<file path="src/rtl/traffic_light_controller_timed_if.sv">
// Sensor/lamp bundle between the road-side equipment and the intersection controller.
// There is no handshake on this bundle: x and emerg are free-running level inputs sampled
// on every rising clock edge, and hwy/cntry/phase are registered status outputs that are
// valid in every cycle (there is no valid or ready qualifier in either direction).
interface traffic_light_controller_timed_if;
    logic       x;      // country-road car sensor
    logic       emerg;  // emergency preempt, highway priority
    logic [1:0] hwy;    // highway lamp: RED=0, YELLOW=1, GREEN=2
    logic [1:0] cntry;  // country lamp: RED=0, YELLOW=1, GREEN=2
    logic [2:0] phase;  // current controller state

    // Sensor / supervisor side
    modport master (
        output x,
        output emerg,
        input  hwy,
        input  cntry,
        input  phase
    );

    // Controller side
    modport slave (
        input  x,
        input  emerg,
        output hwy,
        output cntry,
        output phase
    );
endinterface

</file>
<file path="src/rtl/traffic_light_controller_timed.sv">
// Highway/country intersection controller with phase timers, min/max green limits,
// a latched country-road request, all-red clearance and emergency preemption.
// The state register is exported on phase; lamps are registered alongside the state so
// no input reaches an output without passing through a flop.
module traffic_light_controller_timed #(
    parameter int TIMER_W         = 8,
    parameter int MIN_HWY_GREEN   = 16,
    parameter int YELLOW_CYCLES   = 4,
    parameter int ALLRED_CYCLES   = 2,
    parameter int MIN_CNTRY_GREEN = 4,
    parameter int MAX_CNTRY_GREEN = 32
) (
    input  logic                          clk,
    input  logic                          clear,
    traffic_light_controller_timed_if.slave bus
);

    typedef enum logic [2:0] {
        S0 = 3'd0,  // highway green, country red
        S1 = 3'd1,  // highway yellow, country red
        S2 = 3'd2,  // all red before country green
        S3 = 3'd3,  // highway red, country green
        S4 = 3'd4,  // highway red, country yellow
        S5 = 3'd5   // all red before highway green
    } state_t;

    localparam logic [1:0] RED    = 2'd0;
    localparam logic [1:0] YELLOW = 2'd1;
    localparam logic [1:0] GREEN  = 2'd2;

    // Last timer value of each timed interval (timer is 0 in the first cycle of a state).
    localparam logic [TIMER_W-1:0] HWY_LAST   = TIMER_W'(MIN_HWY_GREEN - 1);
    localparam logic [TIMER_W-1:0] YEL_LAST   = TIMER_W'(YELLOW_CYCLES - 1);
    localparam logic [TIMER_W-1:0] AR_LAST    = TIMER_W'(ALLRED_CYCLES - 1);
    localparam logic [TIMER_W-1:0] CMIN_LAST  = TIMER_W'(MIN_CNTRY_GREEN - 1);
    localparam logic [TIMER_W-1:0] CMAX_LAST  = TIMER_W'(MAX_CNTRY_GREEN - 1);

    state_t             state_q, state_d;
    logic [TIMER_W-1:0] timer_q, timer_d;
    logic               req_q,   req_d;
    logic [1:0]         hwy_q,   hwy_d;
    logic [1:0]         cntry_q, cntry_d;

    // Next state, request latch, phase timer and next lamp values.
    always_comb begin
        state_d = state_q;
        req_d   = req_q;
        timer_d = timer_q;
        hwy_d   = RED;
        cntry_d = RED;

        case (state_q)
            S0: begin
                // A car seen on any edge in S0 is remembered, even on the leaving edge.
                if (bus.x) begin
                    req_d = 1'b1;
                end
                if ((req_q || bus.x) && (timer_q == HWY_LAST) && !bus.emerg) begin
                    state_d = S1;
                end
            end
            S1: begin
                if (timer_q == YEL_LAST) begin
                    state_d = S2;
                end
            end
            S2: begin
                // At the end of clearance an emergency sends control straight back to
                // the highway side instead of granting the country road.
                if (timer_q == AR_LAST) begin
                    state_d = bus.emerg ? S5 : S3;
                end
            end
            S3: begin
                if (bus.emerg || (timer_q == CMAX_LAST) ||
                    (!bus.x && (timer_q >= CMIN_LAST))) begin
                    state_d = S4;
                end
            end
            S4: begin
                // Yellow always runs its full length, emergency or not.
                if (timer_q == YEL_LAST) begin
                    state_d = S5;
                end
            end
            S5: begin
                if (timer_q == AR_LAST) begin
                    state_d = S0;
                end
            end
            default: begin
                // Unused encodings recover through highway yellow, the safe direction.
                state_d = S1;
            end
        endcase

        // The request has been served once the country road turns green.
        if ((state_q == S2) && (state_d == S3)) begin
            req_d = 1'b0;
        end

        // Timer restarts on every state change; in S0 it parks at the min-green mark.
        if (state_d != state_q) begin
            timer_d = '0;
        end else if ((state_q == S0) && (timer_q == HWY_LAST)) begin
            timer_d = timer_q;
        end else begin
            timer_d = timer_q + 1'b1;
        end

        // Lamps follow the state being entered so they change on the same edge.
        case (state_d)
            S0:      begin hwy_d = GREEN;  cntry_d = RED;    end
            S1:      begin hwy_d = YELLOW; cntry_d = RED;    end
            S3:      begin hwy_d = RED;    cntry_d = GREEN;  end
            S4:      begin hwy_d = RED;    cntry_d = YELLOW; end
            default: begin hwy_d = RED;    cntry_d = RED;    end
        endcase
    end

    // Controller state register with asynchronous clear to highway green.
    always_ff @(posedge clk or posedge clear) begin
        if (clear) begin
            state_q <= S0;
            timer_q <= '0;
            req_q   <= 1'b0;
            hwy_q   <= GREEN;
            cntry_q <= RED;
        end else begin
            state_q <= state_d;
            timer_q <= timer_d;
            req_q   <= req_d;
            hwy_q   <= hwy_d;
            cntry_q <= cntry_d;
        end
    end

    assign bus.hwy   = hwy_q;
    assign bus.cntry = cntry_q;
    assign bus.phase = state_q;

endmodule
</file>
<file path="src/flat_wrapper.sv">
// flat-port wrapper written by rule: the top's interface ports become plain ports
module traffic_light_controller_timed_flat 
#(
    parameter int TIMER_W         = 8,
    parameter int MIN_HWY_GREEN   = 16,
    parameter int YELLOW_CYCLES   = 4,
    parameter int ALLRED_CYCLES   = 2,
    parameter int MIN_CNTRY_GREEN = 4,
    parameter int MAX_CNTRY_GREEN = 32
)
  (clk, clear, bus_x, bus_emerg, bus_hwy, bus_cntry, bus_phase);
  traffic_light_controller_timed_if bus_i ();
  input  logic clk;
  input  logic clear;
  input wire logic [$bits(bus_i.x)-1:0] bus_x;
  input wire logic [$bits(bus_i.emerg)-1:0] bus_emerg;
  output wire logic [$bits(bus_i.hwy)-1:0] bus_hwy;
  output wire logic [$bits(bus_i.cntry)-1:0] bus_cntry;
  output wire logic [$bits(bus_i.phase)-1:0] bus_phase;
  assign bus_i.x = bus_x;
  assign bus_i.emerg = bus_emerg;
  assign bus_hwy = bus_i.hwy;
  assign bus_cntry = bus_i.cntry;
  assign bus_phase = bus_i.phase;
  traffic_light_controller_timed #(.TIMER_W(TIMER_W), .MIN_HWY_GREEN(MIN_HWY_GREEN), .YELLOW_CYCLES(YELLOW_CYCLES), .ALLRED_CYCLES(ALLRED_CYCLES), .MIN_CNTRY_GREEN(MIN_CNTRY_GREEN), .MAX_CNTRY_GREEN(MAX_CNTRY_GREEN)) u_core (.clk(clk), .clear(clear), .bus(bus_i));
endmodule
</file>
<file path="config.mk">
export PLATFORM = sky130hd
export DESIGN_NAME = traffic_light_controller_timed_flat
export DESIGN_NICKNAME = d
export VERILOG_FILES = /design/src/rtl/traffic_light_controller_timed_if.sv /design/src/rtl/traffic_light_controller_timed.sv /design/src/flat_wrapper.sv
export SDC_FILE = /design/constraint.sdc
export NUM_CORES = 1
export LEC_CHECK = 0
export CELL_PAD_IN_SITES_DETAIL_PLACEMENT = 0
export CELL_PAD_IN_SITES_GLOBAL_PLACEMENT = 1
export CORE_MARGIN = 3
export CORE_UTILIZATION = 46
export DETAILED_ROUTE_END_ITERATION = 10
export PLACE_DENSITY_LB_ADDON = 0.1
export SLEW_MARGIN = 20
export SYNTH_ARGS = -nofsm -noshare
export SYNTH_HDL_FRONTEND = slang
export SYNTH_SLANG_ARGS = --single-unit
</file>
<file path="constraint.sdc">
create_clock -name clk -period 6 [get_ports clk]
set_clock_uncertainty 0.05 [all_clocks]
set_input_delay 1.2 -clock clk [delete_from_list [all_inputs] [get_ports clk]]
set_output_delay 1.2 -clock clk [all_outputs]
set_load 0.005 [all_outputs]
</file>
### After elaboration in Yosys (flattened, before gate mapping)

Cells that the tools add are included.

| storage, ports and cells | value |
|---|---|
| output and inout bits | 7 |
| register bits | 16 |
| word-level logic and storage cells | 51 |
| input bits | 4 |

| cells by class | value |
|---|---|
| magnitude comparators | 1 |
| mux-type cells | 15 |
| equality and inequality tests | 14 |
| $add $sub $neg | 1 |
| reduce and logical (&&, ||, !) cells | 15 |

Operators with widths:

| kind | count |
|---|---|
| 2-to-1 mux 3 bit | 7 |
| case mux 3 bit (6 select lines) | 1 |
| 2-to-1 mux 8 bit | 2 |
| equality test 3 x 2 -> 1 bit, second input constant | 3 |
| equality test 3 bit, second input constant | 3 |
| adder 8 x 1 -> 8 bit, second input constant | 1 |
| equality test 8 x 1 -> 1 bit, second input constant | 1 |
| equality test 8 x 2 -> 1 bit, second input constant | 1 |
| equality test 8 x 4 -> 1 bit, second input constant | 1 |
| equality test 8 x 5 -> 1 bit, second input constant | 1 |
| greater-or-equal comparator 8 x 2 -> 1 bit, second input constant | 1 |
| case mux 2 bit (2 select lines) | 2 |
| equality test 3 x 1 -> 1 bit, second input constant | 2 |
| logical NOT 3 bit | 2 |
| logical AND 1 bit | 5 |
| nonzero test 2 bit | 2 |
| logical OR 1 bit | 3 |
| 2-to-1 mux 1 bit | 3 |
| != test 3 bit | 1 |
| logical NOT 1 bit | 2 |
| != test 2 x 1 -> 1 bit, second input constant | 1 |
| AND reduction 2 bit | 1 |

### Longest topological paths before layout

| depth | value |
|---|---|
| depth in word-level cells | 9 |
| mapped depth | 8 |
| mapped depth without buffers | 7 |

### Worst setup path after synthesis

OpenSTA, ideal clock, no wires.

| timing | value |
|---|---|
| kind | input -> register |
| from | input bus_x |
| to | register u_core.cntry_q[1] (netlist: u_core.bus.cntry[1]) |
| required time | 5.831 ns |
| setup time | 0.119 ns |
| path buffers | 1 |
| slack | 3.548 ns |
| data arrival time | 2.283 ns |
| cell stages on the path | 6 |
| cells stage by stage | o21bai_1 > nor4_2 > a31o_2 > or3_1 > buf_6 > and2_1 |

| between the ends | value |
|---|---|
| cells in the longest elaborated chain, start to end | 7 |
| elaborated cells on any way between the ends | 12 |
| classes of those cells | 2 x eq/ne; 4 x mux; 6 x reduce/logical |

RTL lines:

| what | line | RTL |
|---|---|---|
| from (decl) | flat_wrapper.sv:15 | `input wire logic [$bits(bus_i.x)-1:0] bus_x;` |
| logical NOT 1 bit or logical OR 1 bit (tied branches) | traffic_light_controller_timed.sv:76, traffic_light_controller_timed.sv:58 |  |
| logical AND 1 bit (on tied branches) | traffic_light_controller_timed.sv:76, traffic_light_controller_timed.sv:58 |  |
| logical OR 1 bit or logical AND 1 bit (tied branches) | traffic_light_controller_timed.sv:75, traffic_light_controller_timed.sv:58 |  |
| 2-to-1 mux 3 bit (on tied branches) | traffic_light_controller_timed.sv:75, traffic_light_controller_timed.sv:58 |  |
| case mux 3 bit (6 select lines) (*) | traffic_light_controller_timed.sv:52 | `case (state_q)` |
| named net u_core.state_d[0] | traffic_light_controller_timed.sv:38 | `state_t state_q, state_d;` |
| equality test 3 bit or equality test 3 x 2 -> 1 bit (tied branches) | traffic_light_controller_timed.sv:112 | `case (state_d)` |
| case mux 2 bit (2 select lines) (*) | traffic_light_controller_timed.sv:112 |  |
| named net u_core.cntry_d[1] | traffic_light_controller_timed.sv:42 | `logic [1:0] cntry_q, cntry_d;` |
| to (signal assigned) | traffic_light_controller_timed.sv:134 | `cntry_q <= cntry_d;` |
| to (decl) | traffic_light_controller_timed.sv:42 |  |

The timed path passes the listed nets; every way through them passes the cells marked *.
A chain may end at the register's enable or synchronous reset.

### Final worst setup path

| timing | value |
|---|---|
| from | input bus_x |
| to | register u_core.cntry_q[1] (netlist: u_core.bus.cntry[1]) |

| between the ends | value |
|---|---|
| cells in the longest elaborated chain, start to end | 7 |
| elaborated cells on any way between the ends | 12 |
| classes of those cells | 2 x eq/ne; 4 x mux; 6 x reduce/logical |

RTL lines:

| what | line |
|---|---|
| logical NOT 1 bit or logical OR 1 bit (tied branches) | traffic_light_controller_timed.sv:76, traffic_light_controller_timed.sv:58 |
| logical AND 1 bit (on tied branches) | traffic_light_controller_timed.sv:76, traffic_light_controller_timed.sv:58 |
| logical OR 1 bit or logical AND 1 bit (tied branches) | traffic_light_controller_timed.sv:75, traffic_light_controller_timed.sv:58 |
| 2-to-1 mux 3 bit (on tied branches) | traffic_light_controller_timed.sv:75, traffic_light_controller_timed.sv:58 |
| case mux 3 bit (6 select lines) (*) | traffic_light_controller_timed.sv:52 |
| equality test 3 bit or equality test 3 x 2 -> 1 bit (tied branches) | traffic_light_controller_timed.sv:112 |
| case mux 2 bit (2 select lines) (*) | traffic_light_controller_timed.sv:112 |
| named net u_core.cntry_d[1] | traffic_light_controller_timed.sv:42 |

Marked as above.

==> metrics <==
global-route layer with the greatest usage=met2; met3 GRT Util=0.02817; HP Start=u_core.req_q; final worst setup slack=3238 ps; dominant combinational cell family by area after synthesis=simple AND/OR/NAND/NOR gates; I/O pin count=11; post-CTS setup buffers=0; Final Hold Viols=0; CP Launch Type=input port; cell family with most CP delay=simple AND/OR/NAND/NOR gates; Fin Setup TNS=0 ps; initial antenna violation count=0; Register Area=401.6 sq um; Die H=53.52 microns; Synth-to-Final Area Change=12.05%; Worst-Skew Late Latency=280 ps; TritonCTS clock tree=done; met1 Use GR=0.2356; total number of vias=846; Final Wtd Congestion=0.9595; register area share after synthesis=0.3867; syn_area_per_cell=9.890 sq um; worst hold path depth=2; FMAX=0.3620 GHz; CTS Buf Count=3; share of cells above drive strength 1=0.1739; Multi-input gate area=583.1 sq um; largest net degree at the start of global routing=17; Final ANT Viol Nets=0; Final Util=0.5699; H-Tree Depth=1; WP buf/inv=1; Yosys cell types=47; pre-CTS setup slack=2967 ps; first-pass GRT wire length=3.732 mm; clk root buf=clkbuf_4; worst r2r dst=u_core.timer_q[3]; Die Area=2864 sq um; crit-path cells=clkdlybuf4s50_1 -> o21bai_1 -> nor4_2 -> a31o_2 -> or3_1 -> and2_1; GR Util met2=0.2898; drt wl/cell=15.26 microns; Tightest Pin Transition=613.8 ps; # rows=16; status=finished clean; maximum vdd drop=0.2627 mV; TritonRoute pass-1 iters=4; cell leakage power=0.0005069 uW; CP Max Fanout=5; Syn Inst Count=105; Synth Area in Adders=0.02410; worst path arrival time=2890 ps; clock buffer depth=2; Slew HR=0.5903; IO buf count=10; Min-Delay Endpoint=u_core.req_q; total gr overflow=0; CTS clock-pin slew for the worst setup and hold paths=90 ps; fillcell total=189; Compound-Gate Fraction of Synth Area=0.2205; most frequent cells in the layout=15 x dfrtp_1, 12 x nor2_1, 10 x clkdlybuf4s50_1; mapped cell area=1038 sq um; DR iter-0 viols=33; max-cap violations=0; Hold Crit Class=flip-flop to flip-flop; CTS sink cnt=16; worst path required time=6120 ps; final setup fails=0; n_diodes=0; fin crit period=2762 ps; number of global-route vias before repair=816; #FFs+latches synth=16; mux cell area share after synthesis=0.009639; CP Capture Type=flip-flop; final net count=122; yosys warns=0; RSZ-0062 raised after global routing=no; worst r2r src=u_core.timer_q[4]; reg2reg path depth=5; post-synthesis xor/xnor area fraction=0.03373; simple-gate share of the synthesized area=0.2735; CTS resizes=0; die width=53.52 microns; drt total wl=2.167 mm; Final Slew Violations=0; Starting Density=0.5086; Critical Path Max Stage Delay=490 ps; DR DRC count=0; Core Area=2042 sq um; total track usage=0.1775; Net Count, Synth=111; CP Class=input port to flip-flop; register-to-register setup slack=3720 ps; HPWL after detailed placement=1.608 mm; period utilization=0.4604; Slowest cell on crit path=or3_1; power density cells=449.4 nW/um^2; Vias/cell=5.958; commonest non-fill, non-tap cell in the layout=dfrtp_1; CTS Hold Bufs=0
-- registers in the layout (all words and copies together), names as in the netlist --
register / flops
u_core.timer_q: 8
u_core.bus.phase: 3
u_core.bus.cntry: 2
u_core.bus.hwy: 2
u_core.req_q: 1
-- cell families (layout without fill, tap and decap cells) --
family	after synthesis	in the layout
multiplexers	1	1
AND/OR/NAND/NOR	45	45
XOR/XNOR	4	4
buffers and inverters	9	19
AO/OA/AOI/OAI	28	28
flip-flops	16	16
adder cells (fa/ha/maj)	2	2
-- layout make-up --
type / count / area share
Tap cell: 27 / 0.02903
Sequential cell: 16 / 0.3452
Clock buffer: 4 / 0.02258
Inverter: 5 / 0.01613
Timing Repair Buffer: 10 / 0.08602
Multi-Input combinational cell: 80 / 0.5011
-- worst reg2reg max path: cells and delay by family, from the launching register on --
| kind | cells | cell delay (ps) |
|---|---|---|
| flops | 1 | 470 |
| simple gates | 2 | 800 |
| compound gates | 3 | 810 |
-- Yosys cell counts (all sizes together) --
cell / instances / share of area
and2b: 1 / 0.0084
nand2: 1 / 0.0036
o311a: 1 / 0.0096
dfrtp: 15 / 0.36
mux2i: 1 / 0.0096
or4: 1 / 0.011
or3: 3 / 0.018
or2b: 1 / 0.0072
o21bai: 1 / 0.0072
o21a: 1 / 0.0072
o21ai: 4 / 0.023
a2111oi: 2 / 0.017
buf: 3 / 0.020
nor4: 2 / 0.033
a41o: 1 / 0.011
clkbuf: 1 / 0.013
and3: 7 / 0.049
dfstp: 1 / 0.025
xor2: 1 / 0.0084
nor2: 12 / 0.043
a31o: 1 / 0.0084
inv: 5 / 0.018
a21o: 2 / 0.014
nand3: 3 / 0.014
nand4: 2 / 0.012
a211oi: 2 / 0.019
a21oi: 5 / 0.028
nor3b: 1 / 0.0072
nor3: 5 / 0.029
xnor2: 3 / 0.025
o32ai: 1 / 0.016
and2: 4 / 0.025
a22oi: 1 / 0.0072
nor2b: 2 / 0.012
a31oi: 5 / 0.045
a311oi: 1 / 0.0084
ha: 2 / 0.024
-- how the worst max path moves through the flow --
stage               from             endpoint  cells past startpoint
2_1_floorplan      bus_x  u_core.bus.cntry[1]                      6
3_3_place_gp   bus_emerg  u_core.bus.cntry[1]                      6
3_5_place_dp       bus_x  u_core.bus.cntry[1]                      6
4_1_cts            bus_x  u_core.bus.cntry[1]                      6
5_1_grt        bus_emerg  u_core.bus.cntry[1]                      6
6_report           bus_x  u_core.bus.cntry[1]                      6
-- per-layer routing --
| layer | up-vias | wire length (microns) | part of all wire |
|---|---|---|---|
| li1 | 407 | - | - |
| met5 | - | 0 | 0 |
| met1 | 409 | 1038 | 0.48 |
| met3 | 4 | 100 | 0.046 |
| met2 | 26 | 998 | 0.46 |
| met4 | 0 | 29 | 0.013 |
-- per-stage QoR --
| step | cell area (sq um) | std cells | total power, uW | hold WS [ps] |
|---|---|---|---|---|
| 2_1_floorplan | 1039 | 105 | 398.1 | 487.3 |
| 3_3_place_gp | 1137 | 138 | 467.0 | 504.1 |
| 3_5_place_dp | 1137 | 138 | 461.8 | 514.2 |
| 4_1_cts | 1164 | 142 | 523.2 | 537.0 |
| 5_1_grt | 1164 | 142 | 565.0 | 587.1 |
| 6_report | 1164 | 142 | 522.9 | 535.8 |
-- power by group --
part           internal (uW)  switching, uW  total (uW)
combinational            127            147         274
clock                   25.7           33.7        59.4
sequential               145           44.0         189
total                    298            225         523
(Power assumes the default switching activity.)
